### src/rtl/axi_arbiter_if.sv
// axi_arbiter_if: bundles the three sides of the arbiter into one interface.
//   fetch port : i_valid, i_addr -> i_rdata, i_ready, i_ovf
//   data port  : d_valid, d_addr, d_wdata, d_wstrb -> d_rdata, d_ready, d_ovf
//   bridge port: m_valid, m_instr, m_addr, m_wdata, m_wstrb <- m_rdata, m_ready
// Modport "slave" is the arbiter's own view; "master" is the view of the
// surrounding core units and bridge that drive the arbiter.
interface axi_arbiter_if #(
  parameter int XLEN = 32
);
  logic              i_valid;
  logic [XLEN-1:0]   i_addr;
  logic [XLEN-1:0]   i_rdata;
  logic              i_ready;
  logic              i_ovf;

  logic              d_valid;
  logic [XLEN-1:0]   d_addr;
  logic [XLEN-1:0]   d_wdata;
  logic [XLEN/8-1:0] d_wstrb;
  logic [XLEN-1:0]   d_rdata;
  logic              d_ready;
  logic              d_ovf;

  logic              m_valid;
  logic              m_instr;
  logic [XLEN-1:0]   m_addr;
  logic [XLEN-1:0]   m_wdata;
  logic [XLEN/8-1:0] m_wstrb;
  logic [XLEN-1:0]   m_rdata;
  logic              m_ready;

  modport slave (
    input  i_valid, i_addr,
    output i_rdata, i_ready, i_ovf,
    input  d_valid, d_addr, d_wdata, d_wstrb,
    output d_rdata, d_ready, d_ovf,
    output m_valid, m_instr, m_addr, m_wdata, m_wstrb,
    input  m_rdata, m_ready
  );

  modport master (
    output i_valid, i_addr,
    input  i_rdata, i_ready, i_ovf,
    output d_valid, d_addr, d_wdata, d_wstrb,
    input  d_rdata, d_ready, d_ovf,
    input  m_valid, m_instr, m_addr, m_wdata, m_wstrb,
    output m_rdata, m_ready
  );
endinterface

### src/rtl/axi_arbiter.sv
// axi_arbiter: shares the single-outstanding bridge port between the fetch
// and data ports. Request pulses are held in one pending slot per port; one
// slot at a time is granted to the bridge and the response is routed back to
// the owning port only. All outputs are registered.
// Ports:
//   clock  rising-edge clock
//   reset  synchronous active-high reset
//   bus    axi_arbiter_if.slave (fetch, data and bridge signal groups)
//
// state | meaning
// IDLE  | no transaction on the bridge; grant a pending slot if any
// BUSY  | one transaction outstanding; wait for m_ready
module axi_arbiter #(
  parameter int XLEN       = 32,
  parameter int FIXED_PRIO = 0
) (
  input  logic          clock,
  input  logic          reset,
  axi_arbiter_if.slave  bus
);
  localparam int SW = XLEN / 8;

  typedef enum logic {IDLE = 1'b0, BUSY = 1'b1} state_e;

  state_e          state_q, state_d;
  logic            i_full_q, i_full_d;
  logic [XLEN-1:0] i_addr_q, i_addr_d;
  logic            d_full_q, d_full_d;
  logic [XLEN-1:0] d_addr_q, d_addr_d;
  logic [XLEN-1:0] d_wdata_q, d_wdata_d;
  logic [SW-1:0]   d_wstrb_q, d_wstrb_d;
  logic            last_data_q, last_data_d;

  logic            m_valid_q, m_valid_d;
  logic            m_instr_q, m_instr_d;
  logic [XLEN-1:0] m_addr_q, m_addr_d;
  logic [XLEN-1:0] m_wdata_q, m_wdata_d;
  logic [SW-1:0]   m_wstrb_q, m_wstrb_d;
  logic            i_ready_q, i_ready_d;
  logic [XLEN-1:0] i_rdata_q, i_rdata_d;
  logic            d_ready_q, d_ready_d;
  logic [XLEN-1:0] d_rdata_q, d_rdata_d;
  logic            i_ovf_q, i_ovf_d;
  logic            d_ovf_q, d_ovf_d;

  logic            i_owns, d_owns, pick_data;

  // m_instr_q identifies the owner for the whole BUSY period.
  assign i_owns = (state_q == BUSY) &&  m_instr_q;
  assign d_owns = (state_q == BUSY) && !m_instr_q;

  always_comb begin
    state_d     = state_q;
    i_full_d    = i_full_q;
    i_addr_d    = i_addr_q;
    d_full_d    = d_full_q;
    d_addr_d    = d_addr_q;
    d_wdata_d   = d_wdata_q;
    d_wstrb_d   = d_wstrb_q;
    last_data_d = last_data_q;
    m_valid_d   = 1'b0;
    m_instr_d   = m_instr_q;
    m_addr_d    = m_addr_q;
    m_wdata_d   = m_wdata_q;
    m_wstrb_d   = m_wstrb_q;
    i_ready_d   = 1'b0;
    i_rdata_d   = '0;
    d_ready_d   = 1'b0;
    d_rdata_d   = '0;
    i_ovf_d     = 1'b0;
    d_ovf_d     = 1'b0;
    pick_data   = 1'b0;

    // Capture only sets an empty slot and grant only clears a full one, so
    // the two never touch the same slot in the same cycle.
    if (bus.i_valid) begin
      if (i_full_q || i_owns) begin
        i_ovf_d = 1'b1;
      end else begin
        i_full_d = 1'b1;
        i_addr_d = bus.i_addr;
      end
    end

    if (bus.d_valid) begin
      if (d_full_q || d_owns) begin
        d_ovf_d = 1'b1;
      end else begin
        d_full_d  = 1'b1;
        d_addr_d  = bus.d_addr;
        d_wdata_d = bus.d_wdata;
        d_wstrb_d = bus.d_wstrb;
      end
    end

    case (state_q)
      IDLE: begin
        if (i_full_q || d_full_q) begin
          // Data wins if it is alone, or on a tie when prioritised or when
          // fetch was granted last.
          pick_data = d_full_q &&
                      (!i_full_q || (FIXED_PRIO != 0) || !last_data_q);
          m_valid_d   = 1'b1;
          m_instr_d   = !pick_data;
          m_addr_d    = pick_data ? d_addr_q  : i_addr_q;
          m_wdata_d   = pick_data ? d_wdata_q : '0;
          m_wstrb_d   = pick_data ? d_wstrb_q : '0;
          last_data_d = pick_data;
          if (pick_data) d_full_d = 1'b0;
          else           i_full_d = 1'b0;
          state_d     = BUSY;
        end
      end
      BUSY: begin
        if (bus.m_ready) begin
          if (m_instr_q) begin
            i_ready_d = 1'b1;
            i_rdata_d = bus.m_rdata;
          end else begin
            d_ready_d = 1'b1;
            d_rdata_d = bus.m_rdata;
          end
          state_d = IDLE;
        end
      end
      default: state_d = IDLE;
    endcase
  end

  always_ff @(posedge clock) begin
    if (reset) begin
      state_q     <= IDLE;
      i_full_q    <= 1'b0;
      i_addr_q    <= '0;
      d_full_q    <= 1'b0;
      d_addr_q    <= '0;
      d_wdata_q   <= '0;
      d_wstrb_q   <= '0;
      last_data_q <= 1'b1;
      m_valid_q   <= 1'b0;
      m_instr_q   <= 1'b0;
      m_addr_q    <= '0;
      m_wdata_q   <= '0;
      m_wstrb_q   <= '0;
      i_ready_q   <= 1'b0;
      i_rdata_q   <= '0;
      d_ready_q   <= 1'b0;
      d_rdata_q   <= '0;
      i_ovf_q     <= 1'b0;
      d_ovf_q     <= 1'b0;
    end else begin
      state_q     <= state_d;
      i_full_q    <= i_full_d;
      i_addr_q    <= i_addr_d;
      d_full_q    <= d_full_d;
      d_addr_q    <= d_addr_d;
      d_wdata_q   <= d_wdata_d;
      d_wstrb_q   <= d_wstrb_d;
      last_data_q <= last_data_d;
      m_valid_q   <= m_valid_d;
      m_instr_q   <= m_instr_d;
      m_addr_q    <= m_addr_d;
      m_wdata_q   <= m_wdata_d;
      m_wstrb_q   <= m_wstrb_d;
      i_ready_q   <= i_ready_d;
      i_rdata_q   <= i_rdata_d;
      d_ready_q   <= d_ready_d;
      d_rdata_q   <= d_rdata_d;
      i_ovf_q     <= i_ovf_d;
      d_ovf_q     <= d_ovf_d;
    end
  end

  assign bus.m_valid = m_valid_q;
  assign bus.m_instr = m_instr_q;
  assign bus.m_addr  = m_addr_q;
  assign bus.m_wdata = m_wdata_q;
  assign bus.m_wstrb = m_wstrb_q;
  assign bus.i_ready = i_ready_q;
  assign bus.i_rdata = i_rdata_q;
  assign bus.d_ready = d_ready_q;
  assign bus.d_rdata = d_rdata_q;
  assign bus.i_ovf   = i_ovf_q;
  assign bus.d_ovf   = d_ovf_q;
endmodule

### src/flat_wrapper.sv
// flat-port wrapper written by rule: the top's interface ports become plain ports
module axi_arbiter_flat 
#(
  parameter int XLEN       = 32,
  parameter int FIXED_PRIO = 0
)
  (clock, reset, bus_i_valid, bus_i_addr, bus_i_rdata, bus_i_ready, bus_i_ovf, bus_d_valid, bus_d_addr, bus_d_wdata, bus_d_wstrb, bus_d_rdata, bus_d_ready, bus_d_ovf, bus_m_valid, bus_m_instr, bus_m_addr, bus_m_wdata, bus_m_wstrb, bus_m_rdata, bus_m_ready);
  axi_arbiter_if #(.XLEN(XLEN)) bus_i ();
  input  logic clock;
  input  logic reset;
  input wire logic [$bits(bus_i.i_valid)-1:0] bus_i_valid;
  input wire logic [$bits(bus_i.i_addr)-1:0] bus_i_addr;
  output wire logic [$bits(bus_i.i_rdata)-1:0] bus_i_rdata;
  output wire logic [$bits(bus_i.i_ready)-1:0] bus_i_ready;
  output wire logic [$bits(bus_i.i_ovf)-1:0] bus_i_ovf;
  input wire logic [$bits(bus_i.d_valid)-1:0] bus_d_valid;
  input wire logic [$bits(bus_i.d_addr)-1:0] bus_d_addr;
  input wire logic [$bits(bus_i.d_wdata)-1:0] bus_d_wdata;
  input wire logic [$bits(bus_i.d_wstrb)-1:0] bus_d_wstrb;
  output wire logic [$bits(bus_i.d_rdata)-1:0] bus_d_rdata;
  output wire logic [$bits(bus_i.d_ready)-1:0] bus_d_ready;
  output wire logic [$bits(bus_i.d_ovf)-1:0] bus_d_ovf;
  output wire logic [$bits(bus_i.m_valid)-1:0] bus_m_valid;
  output wire logic [$bits(bus_i.m_instr)-1:0] bus_m_instr;
  output wire logic [$bits(bus_i.m_addr)-1:0] bus_m_addr;
  output wire logic [$bits(bus_i.m_wdata)-1:0] bus_m_wdata;
  output wire logic [$bits(bus_i.m_wstrb)-1:0] bus_m_wstrb;
  input wire logic [$bits(bus_i.m_rdata)-1:0] bus_m_rdata;
  input wire logic [$bits(bus_i.m_ready)-1:0] bus_m_ready;
  assign bus_i.i_valid = bus_i_valid;
  assign bus_i.i_addr = bus_i_addr;
  assign bus_i_rdata = bus_i.i_rdata;
  assign bus_i_ready = bus_i.i_ready;
  assign bus_i_ovf = bus_i.i_ovf;
  assign bus_i.d_valid = bus_d_valid;
  assign bus_i.d_addr = bus_d_addr;
  assign bus_i.d_wdata = bus_d_wdata;
  assign bus_i.d_wstrb = bus_d_wstrb;
  assign bus_d_rdata = bus_i.d_rdata;
  assign bus_d_ready = bus_i.d_ready;
  assign bus_d_ovf = bus_i.d_ovf;
  assign bus_m_valid = bus_i.m_valid;
  assign bus_m_instr = bus_i.m_instr;
  assign bus_m_addr = bus_i.m_addr;
  assign bus_m_wdata = bus_i.m_wdata;
  assign bus_m_wstrb = bus_i.m_wstrb;
  assign bus_i.m_rdata = bus_m_rdata;
  assign bus_i.m_ready = bus_m_ready;
  axi_arbiter #(.XLEN(XLEN), .FIXED_PRIO(FIXED_PRIO)) u_core (.clock(clock), .reset(reset), .bus(bus_i));
endmodule
### config.mk
export PLATFORM = sky130hd
export DESIGN_NAME = axi_arbiter_flat
export DESIGN_NICKNAME = d
export VERILOG_FILES = /design/src/rtl/axi_arbiter_if.sv /design/src/rtl/axi_arbiter.sv /design/src/flat_wrapper.sv
export SDC_FILE = /design/constraint.sdc
export NUM_CORES = 1
export LEC_CHECK = 0
export BUFFER_PORTS_ARGS = -buffer_cell sky130_fd_sc_hd__buf_2
export CAP_MARGIN = 20
export CORE_MARGIN = 2
export CORE_UTILIZATION = 50
export CTS_CLUSTER_SIZE = 10
export DETAILED_ROUTE_END_ITERATION = 6
export PLACE_DENSITY_LB_ADDON = 0.12
export SLEW_MARGIN = 10
export SYNTH_ARGS = -nofsm -noshare
export SYNTH_HDL_FRONTEND = slang
export SYNTH_SLANG_ARGS = --single-unit
### constraint.sdc
create_clock -name clock -period 1.65 [get_ports clock]
set_clock_uncertainty 0.05 [all_clocks]
set_input_delay 0.2475 -clock clock [delete_from_list [all_inputs] [get_ports clock]]
set_output_delay 0.2475 -clock clock [all_outputs]
set_load 0.02 [all_outputs]
==> summary.txt, run 1 <==
Run status
  • Run status: finished, final reports clean

Floorplan
  • Chip width: 138.2 um
  • Core area: 17840 um^2
  • Ports: 275
  • Die height: 138.2 um
  • Initial Util: 50.47%
  • # rows: 49
  • Die area: 19100 um^2

Synthesis
  • Synth cell types: 33
  • Mapped Cells: 852
  • Number of synthesized flops with an enable pin: 0
  • Top FF cell, synth: dfxtp_1
  • Synth Cell Area: 9004 um^2
  • Syn Area/Cell: 10.57 um^2
  • Post-synthesis sequential area ratio: 53.81%
  • Yosys top cell area share: 53.81%
  • Asr flop ratio synth: 0%
  • Syn nets: 989
  • Largest area contributor in the netlist: dfxtp_1
  • YS warnings: 0
  • Synth area leaders: dfxtp_1 (54%), nand2b_1 (12%), mux2i_1 (7.6%)
  • Yosys reg bits: 242

Global route
  • Vias in the first global route: 7529
  • First-pass GRT wire length: 38440 um
  • Initial antenna violation count: 0
  • GRT overflow: 0
  • Pin count of the biggest net entering global routing: 126
  • Gr usage total: 23.97%

Critical path
  • Startpoint types: register
  • Worst setup EP type: register
  • Reg2Reg Depth: 4
  • Arrival time at the worst endpoint: 1.88 ns
  • Worst EP required: 2.04 ns
  • CP Max Fanout: 46
  • Critical path class: register to register

Placement
  • Detailed Place HPWL: 13840 um
  • Port buffer count: 274
  • RePlAce Congestion: 0.7929

STA
  • RSZ-0062 raised after global routing: false
  • Final hold violations: 0
  • Slew Viols, Final: 0
  • Setup_tns: 0 ns
  • Worst slew pin tran: 0.5039 ns
  • Slew margin rel.: 66.41%
  • Final setup violation count: 0
  • Final hold slack: 0.2365 ns
  • Period utilization: 90.21%
  • Fmax: 671.8 MHz
  • Post-route minimum period: 1.489 ns

Power
  • P_sw: 3.353 mW
  • Pwr Total: 13.61 mW
  • Logic pwr share: 14.3%
  • Sw Ratio: 24.64%
  • Internal: 10.25 mW
  • Pleak: 5.739 nW
  • Max rail drop VDD: 0.8084 mV
  • Power Density: 1069 nW/um^2
  • Clock power share: 39.0%
  • Sequential share of power: 46.7%

Route
  • DR vias/cell: 5.079
  • Routed length per placed instance: 16.17 um
  • DRT Pass-1 Iters: 4
  • Vias: 7492
  • Final wirelength: 23850 um
  • Initial DRC Count: 396
  • DRC Markers: 0
  • ANT nets after route: 0

Clock tree
  • CTS Buf Count: 28
  • Worst skew pair latency: 0.52 ns
  • Clk buf depth: 3
  • CTS Root Cell: clkbuf_16
  • Clk sinks: 242
  • CTS tree: built
  • Clock transition at path regs: 0.05 ns
  • H-tree lvl count: 1
  • Post-CTS setup buffer count: 0

Min path
  • Hold Path Depth: 4
  • Worst min path class: input port to register

Finish
  • Share of layout cells above drive strength 1: 27.37%
  • Core Util, Final: 71.34%
  • Syn-to-layout area delta: 41.37%
  • Filler Cells Inserted: 1310
  • Antenna cell count: 0
  • NumNets Final: 1379

Flow run
  • Max-Cap Viols: 0
-- routing by layer --
layer	share of wire, %	track usage [%]	vias up	wire [um]
met5	0	0	-	0
met4	2.7	7.626	0	645
met3	5.8	4.988	52	1384
met2	49	42.13	234	11690
met1	42	29.52	3496	10130
li1	-	-	3710	-
-- area by class of cell --
cell class	instances	area [um^2]	area share [%]
clock inverters	1	5.005	0.03932
clock buffers	33	750.7	5.898
repair buffers	437	3060	24.04
multi-input cells	532	3777	29.68
well taps	229	286.5	2.251
inverters	1	3.754	0.02949
flip-flops and latches	242	4845	38.06
-- per-stage QoR --
stage / area, um^2 / cells / setup slack [ns]
floorplan: 9004 / 852 / 0.1748
global placement: 10620 / 1306 / 0.2072
detailed placement: 10620 / 1306 / 0.1540
CTS: 12730 / 1475 / 0.1342
global route: 12730 / 1475 / 0.04855
finish: 12730 / 1475 / 0.1615
-- synthesized netlist by cell type (all sizes together), types with 2 or more instances --
library cell  count
a221o            33
nor2b             4
nor3              2
dfxtp           242
a21oi             4
mux2i            68
and2             65
nand2b          172
buf              29
nor2             42
clkbuf           48
nand4b           32
nor3b             3
a32oi            36
o21ai            32
nand2             2
and3             32
-- power by group through the flow --
| stage | combinational [mW] | clock (mW) | sequential [mW] |
|---|---|---|---|
| 6_report | 1.95 | 5.30 | 6.35 |
| 5_1_grt | 2.11 | 5.66 | 6.38 |
| 4_1_cts | 1.95 | 5.40 | 6.35 |
| 3_5_place_dp | 1.69 | 0 | 6.47 |
| 3_3_place_gp | 1.67 | 0 | 6.46 |
| 2_1_floorplan | 0.983 | 0 | 6.56 |
-- placed cells by master (no fill, tap or decap), drive strengths merged, types with 4 or more instances in the layout --
cell / n
dlygate4sd3: 135
nand2b: 172
buf: 302
nor2: 42
and2: 65
nor2b: 4
nand4b: 32
and3: 32
a221o: 33
dfxtp: 242
a32oi: 36
clkbuf: 33
a21oi: 4
mux2i: 68
o21ai: 32
-- cells by family (layout without fill, tap and decap cells) --
family                 count (synthesis)  count (layout)  share of synthesized area (%)
DFF                                  242             242                          53.81
buffers and inverters                 78             472                          4.433
muxes                                 68              68                          7.560
AOI/OAI and AO/OA                    109             109                          9.700
and+or+nand+nor                      355             355                          24.50
-- what timing repair did --
item / in CTS / in global routing
setup endpoints to repair: 0 / 0
hold buffers: 135 / 0
endpoints found under the hold margin: 167 / 0
gates resized for setup: 0 / 0
-- path summary, 6_finish.rpt --
check | from | to | slack, ns
setup / recovery | u_core.state_q$_SDFF_PP0_ | u_core.d_wdata_q[5]$_SDFFE_PP0P_ | 0.16
hold / removal | bus_i_valid | u_core.i_addr_q[0]$_SDFFE_PP0P_ | 0.24
setup reg to reg | u_core.state_q$_SDFF_PP0_ | u_core.d_wdata_q[5]$_SDFFE_PP0P_ | 0.16
hold reg to reg | u_core.d_addr_q[11]$_SDFFE_PP0P_ | u_core.d_addr_q[11]$_SDFFE_PP0P_ | 0.42
-- flip-flops by register name (all words and copies together), names as in the netlist --
signal              flops
u_core.bus.d_rdata     32
u_core.bus.i_rdata     32
u_core.bus.m_addr      32
u_core.bus.m_wdata     32
u_core.d_addr_q        32
u_core.d_wdata_q       32
u_core.i_addr_q        32
u_core.bus.m_wstrb      4
u_core.d_wstrb_q        4
u_core.bus.d_ovf        1
u_core.bus.d_ready      1
u_core.bus.i_ovf        1
u_core.bus.i_ready      1
u_core.bus.m_instr      1
u_core.bus.m_valid      1
u_core.d_full_q         1
u_core.i_full_q         1
u_core.last_data_q      1
u_core.state_q          1
-- worst max-delay path: stages, from the launching register on --
cell	delay [ns]
dfxtp_1	0.34
nor2b_2	0.19
nor3b_4	0.23
buf_12	0.34
mux2i_1	0.23
No activity file was read; power rests on OpenSTA's default activity.
==> inputs of run 2 (changes only) <==
CTS_BUF_LIST = sky130_fd_sc_hd__clkbuf_8 sky130_fd_sc_hd__clkbuf_16   (was not set)
==> summary.txt, run 2 (synthesis results as in run 1) <==
STA
  • Period utilization: 90.13% (about the same)
  • Final setup violation count: 0 (unchanged)
  • Setup_tns: 0 ns (unchanged)
  • Final hold violations: 0 (unchanged)
  • Final hold slack: 0.2368 ns (+0.0002650 ns)
  • Slew margin rel.: 65.57% (-0.84 points)
  • RSZ-0062 raised after global routing: false
  • Worst slew pin tran: 0.5164 ns (+0.01255 ns)
  • Slew Viols, Final: 0 (unchanged)
  • Fmax: 672.4 MHz (about the same)
  • Post-route minimum period: 1.487 ns (-0.001333 ns)

Route
  • DR vias/cell: 5.087 (+0.16%)
  • ANT nets after route: 0 (unchanged)
  • DRT Pass-1 Iters: 4 (unchanged)
  • Initial DRC Count: 392 (-1.0%)
  • Vias: 7504 (+0.16%)
  • DRC Markers: 0 (unchanged)
  • Routed length per placed instance: 16.12 um (-0.29%)
  • Final wirelength: 23780 um (-0.29%)

Clock tree
  • H-tree lvl count: 1 (unchanged)
  • Clk sinks: 242 (unchanged)
  • CTS tree: built
  • CTS Root Cell: clkbuf_16
  • Clock transition at path regs: 0.05 ns (about the same)
  • Worst skew pair latency: 0.52 ns (about the same)
  • Clk buf depth: 3 (unchanged)
  • CTS Buf Count: 28 (unchanged)

Global route
  • GRT overflow: 0 (unchanged)
  • Gr usage total: 23.97% (unchanged)
  • Initial antenna violation count: 0 (unchanged)
  • Pin count of the biggest net entering global routing: 126 (unchanged)
  • Vias in the first global route: 7529 (unchanged)
  • First-pass GRT wire length: 38440 um (unchanged)

Power
  • Internal: 10.23 mW (-0.19%)
  • Max rail drop VDD: 0.8069 mV (-0.18%)
  • Pwr Total: 13.58 mW (-0.17%)
  • Sequential share of power: 46.8% (about the same)
  • P_sw: 3.349 mW (-0.10%)
  • Logic pwr share: 14.4% (about the same)
  • Clock power share: 38.8% (-0.2 points)
  • Power Density: 1067 nW/um^2 (-0.17%)
  • Pleak: 5.752 nW (+0.22%)
  • Sw Ratio: 24.66% (about the same)

Finish
  • Commonest non-fill, non-tap cell in the layout: buf_2
  • NumNets Final: 1379 (unchanged)
  • Syn-to-layout area delta: 41.37% (unchanged)
  • Most frequent cells in the layout: buf_2 (273), dfxtp_1 (242), nand2b_1 (172)
  • Antenna cell count: 0 (unchanged)
  • Share of layout cells above drive strength 1: 27.37% (unchanged)
  • Post-route cell area: 12730 um^2 (unchanged)
  • Core Util, Final: 71.34% (unchanged)

Critical path
  • Reg2reg setup slack: 0.16 ns (about the same)
  • CP cell instances: nor2b_2 -> nor3b_4 -> buf_12 -> mux2i_1
  • Worst setup EP type: register
  • CP max stage cell: dfxtp_1
  • Critical path class: register to register
  • Worst r2r src: u_core.state_q$_SDFF_PP0_
  • Startpoint types: register
  • Arrival time at the worst endpoint: 1.88 ns (about the same)
  • CP max stage delay: 0.34 ns (about the same)
  • Worst flop-to-flop path endpoint: u_core.d_wdata_q[5]$_SDFFE_PP0P_
  • Worst EP required: 2.04 ns (about the same)
  • Reg2Reg Depth: 4 (unchanged)
  • CP Max Fanout: 46 (unchanged)

Min path
  • Worst min path class: input port to register
  • Hold path start: bus_i_valid
  • Sink of the worst hold path: u_core.i_addr_q[0]$_SDFFE_PP0P_
  • Hold Path Depth: 4 (unchanged)

Floorplan
  • Chip width: 138.2 um (unchanged)
  • Core area: 17840 um^2 (unchanged)
  • # rows: 49 (unchanged)
  • Initial Util: 50.47% (unchanged)
  • Ports: 275 (unchanged)
  • Die area: 19100 um^2 (unchanged)
  • Die height: 138.2 um (unchanged)

Placement
  • RePlAce Congestion: 0.7929 (unchanged)
  • Detailed Place HPWL: 13840 um (unchanged)
  • Placement-stage cell area: 10620 um^2 (unchanged)
  • Port buffer count: 274 (unchanged)

Flow run
  • Max-Cap Viols: 0 (unchanged)

Run status
  • Run status: finished, final reports clean
## run 2: changes by cell type in the layout (fill, tap and decap cells not counted), sizes merged
cell	delta
inv	+3
clkbuf	-3
## run 2: metrics by stage
stage,setup WS (ns),std cells
2_1_floorplan,0.1748,852
3_3_place_gp,0.2072,1306
3_5_place_dp,0.1540,1306
4_1_cts,0.1342,1475
5_1_grt,0.04855,1475
6_report,0.1628,1475
## run 2: what timing repair did
item,4_1_cts,5_1_grt
resized for setup,0,0
hold buffers,135,0
endpoints found under the hold margin,167,0
buffers inserted,0,0
## run 2: worst max-delay path by stage
stage | start | end | slack, ns | cells past startpoint
2_1_floorplan | u_core.bus.m_instr$_SDFFE_PP0P_ | u_core.d_wdata_q[14]$_SDFFE_PP0P_ | 0.17 | 6
4_1_cts | u_core.state_q$_SDFF_PP0_ | u_core.d_wdata_q[21]$_SDFFE_PP0P_ | 0.13 | 4
6_report | u_core.state_q$_SDFF_PP0_ | u_core.d_wdata_q[5]$_SDFFE_PP0P_ | 0.16 | 4
5_1_grt | u_core.state_q$_SDFF_PP0_ | u_core.d_addr_q[19]$_SDFFE_PP0P_ | 0.05 | 5
3_5_place_dp | u_core.state_q$_SDFF_PP0_ | u_core.d_wdata_q[14]$_SDFFE_PP0P_ | 0.15 | 4
3_3_place_gp | u_core.d_full_q$_SDFF_PP0_ | u_core.d_wdata_q[19]$_SDFFE_PP0P_ | 0.21 | 4
## run 2: power by group through the flow
stage	clock (mW)	combinational, mW	sequential [mW]
after floorplan	0	0.983	6.56
after global placement	0	1.67	6.46
after detailed placement	0	1.69	6.47
after CTS	5.39	1.95	6.35
after global routing	5.64	2.11	6.38
final	5.28	1.95	6.35
## run 2: worst max-delay path: cells and delay by family, from the launching register on
kind          cells  cell delay [ns]
mux               1             0.23
flops             1             0.34
buf+inv           1             0.34
simple gates      2             0.42
## run 2: layer usage
layer | vias to the layer above | track usage, % | wire, um
met2 | 241 | 42.13 | 11650
met4 | 0 | 7.626 | 630
met3 | 49 | 4.988 | 1402
met1 | 3502 | 29.52 | 10100
met5 | - | 0 | 0
li1 | 3712 | - | -
## run 2: final cells by class
type / count / area, um^2
Fill cell: 1310 / 5112
Sequential cell: 242 / 4845
Multi-Input combinational cell: 532 / 3777
Timing Repair Buffer: 437 / 3060
Clock buffer: 30 / 739.5
Tap cell: 229 / 286.5
Clock inverter: 4 / 16.27
Inverter: 1 / 3.754
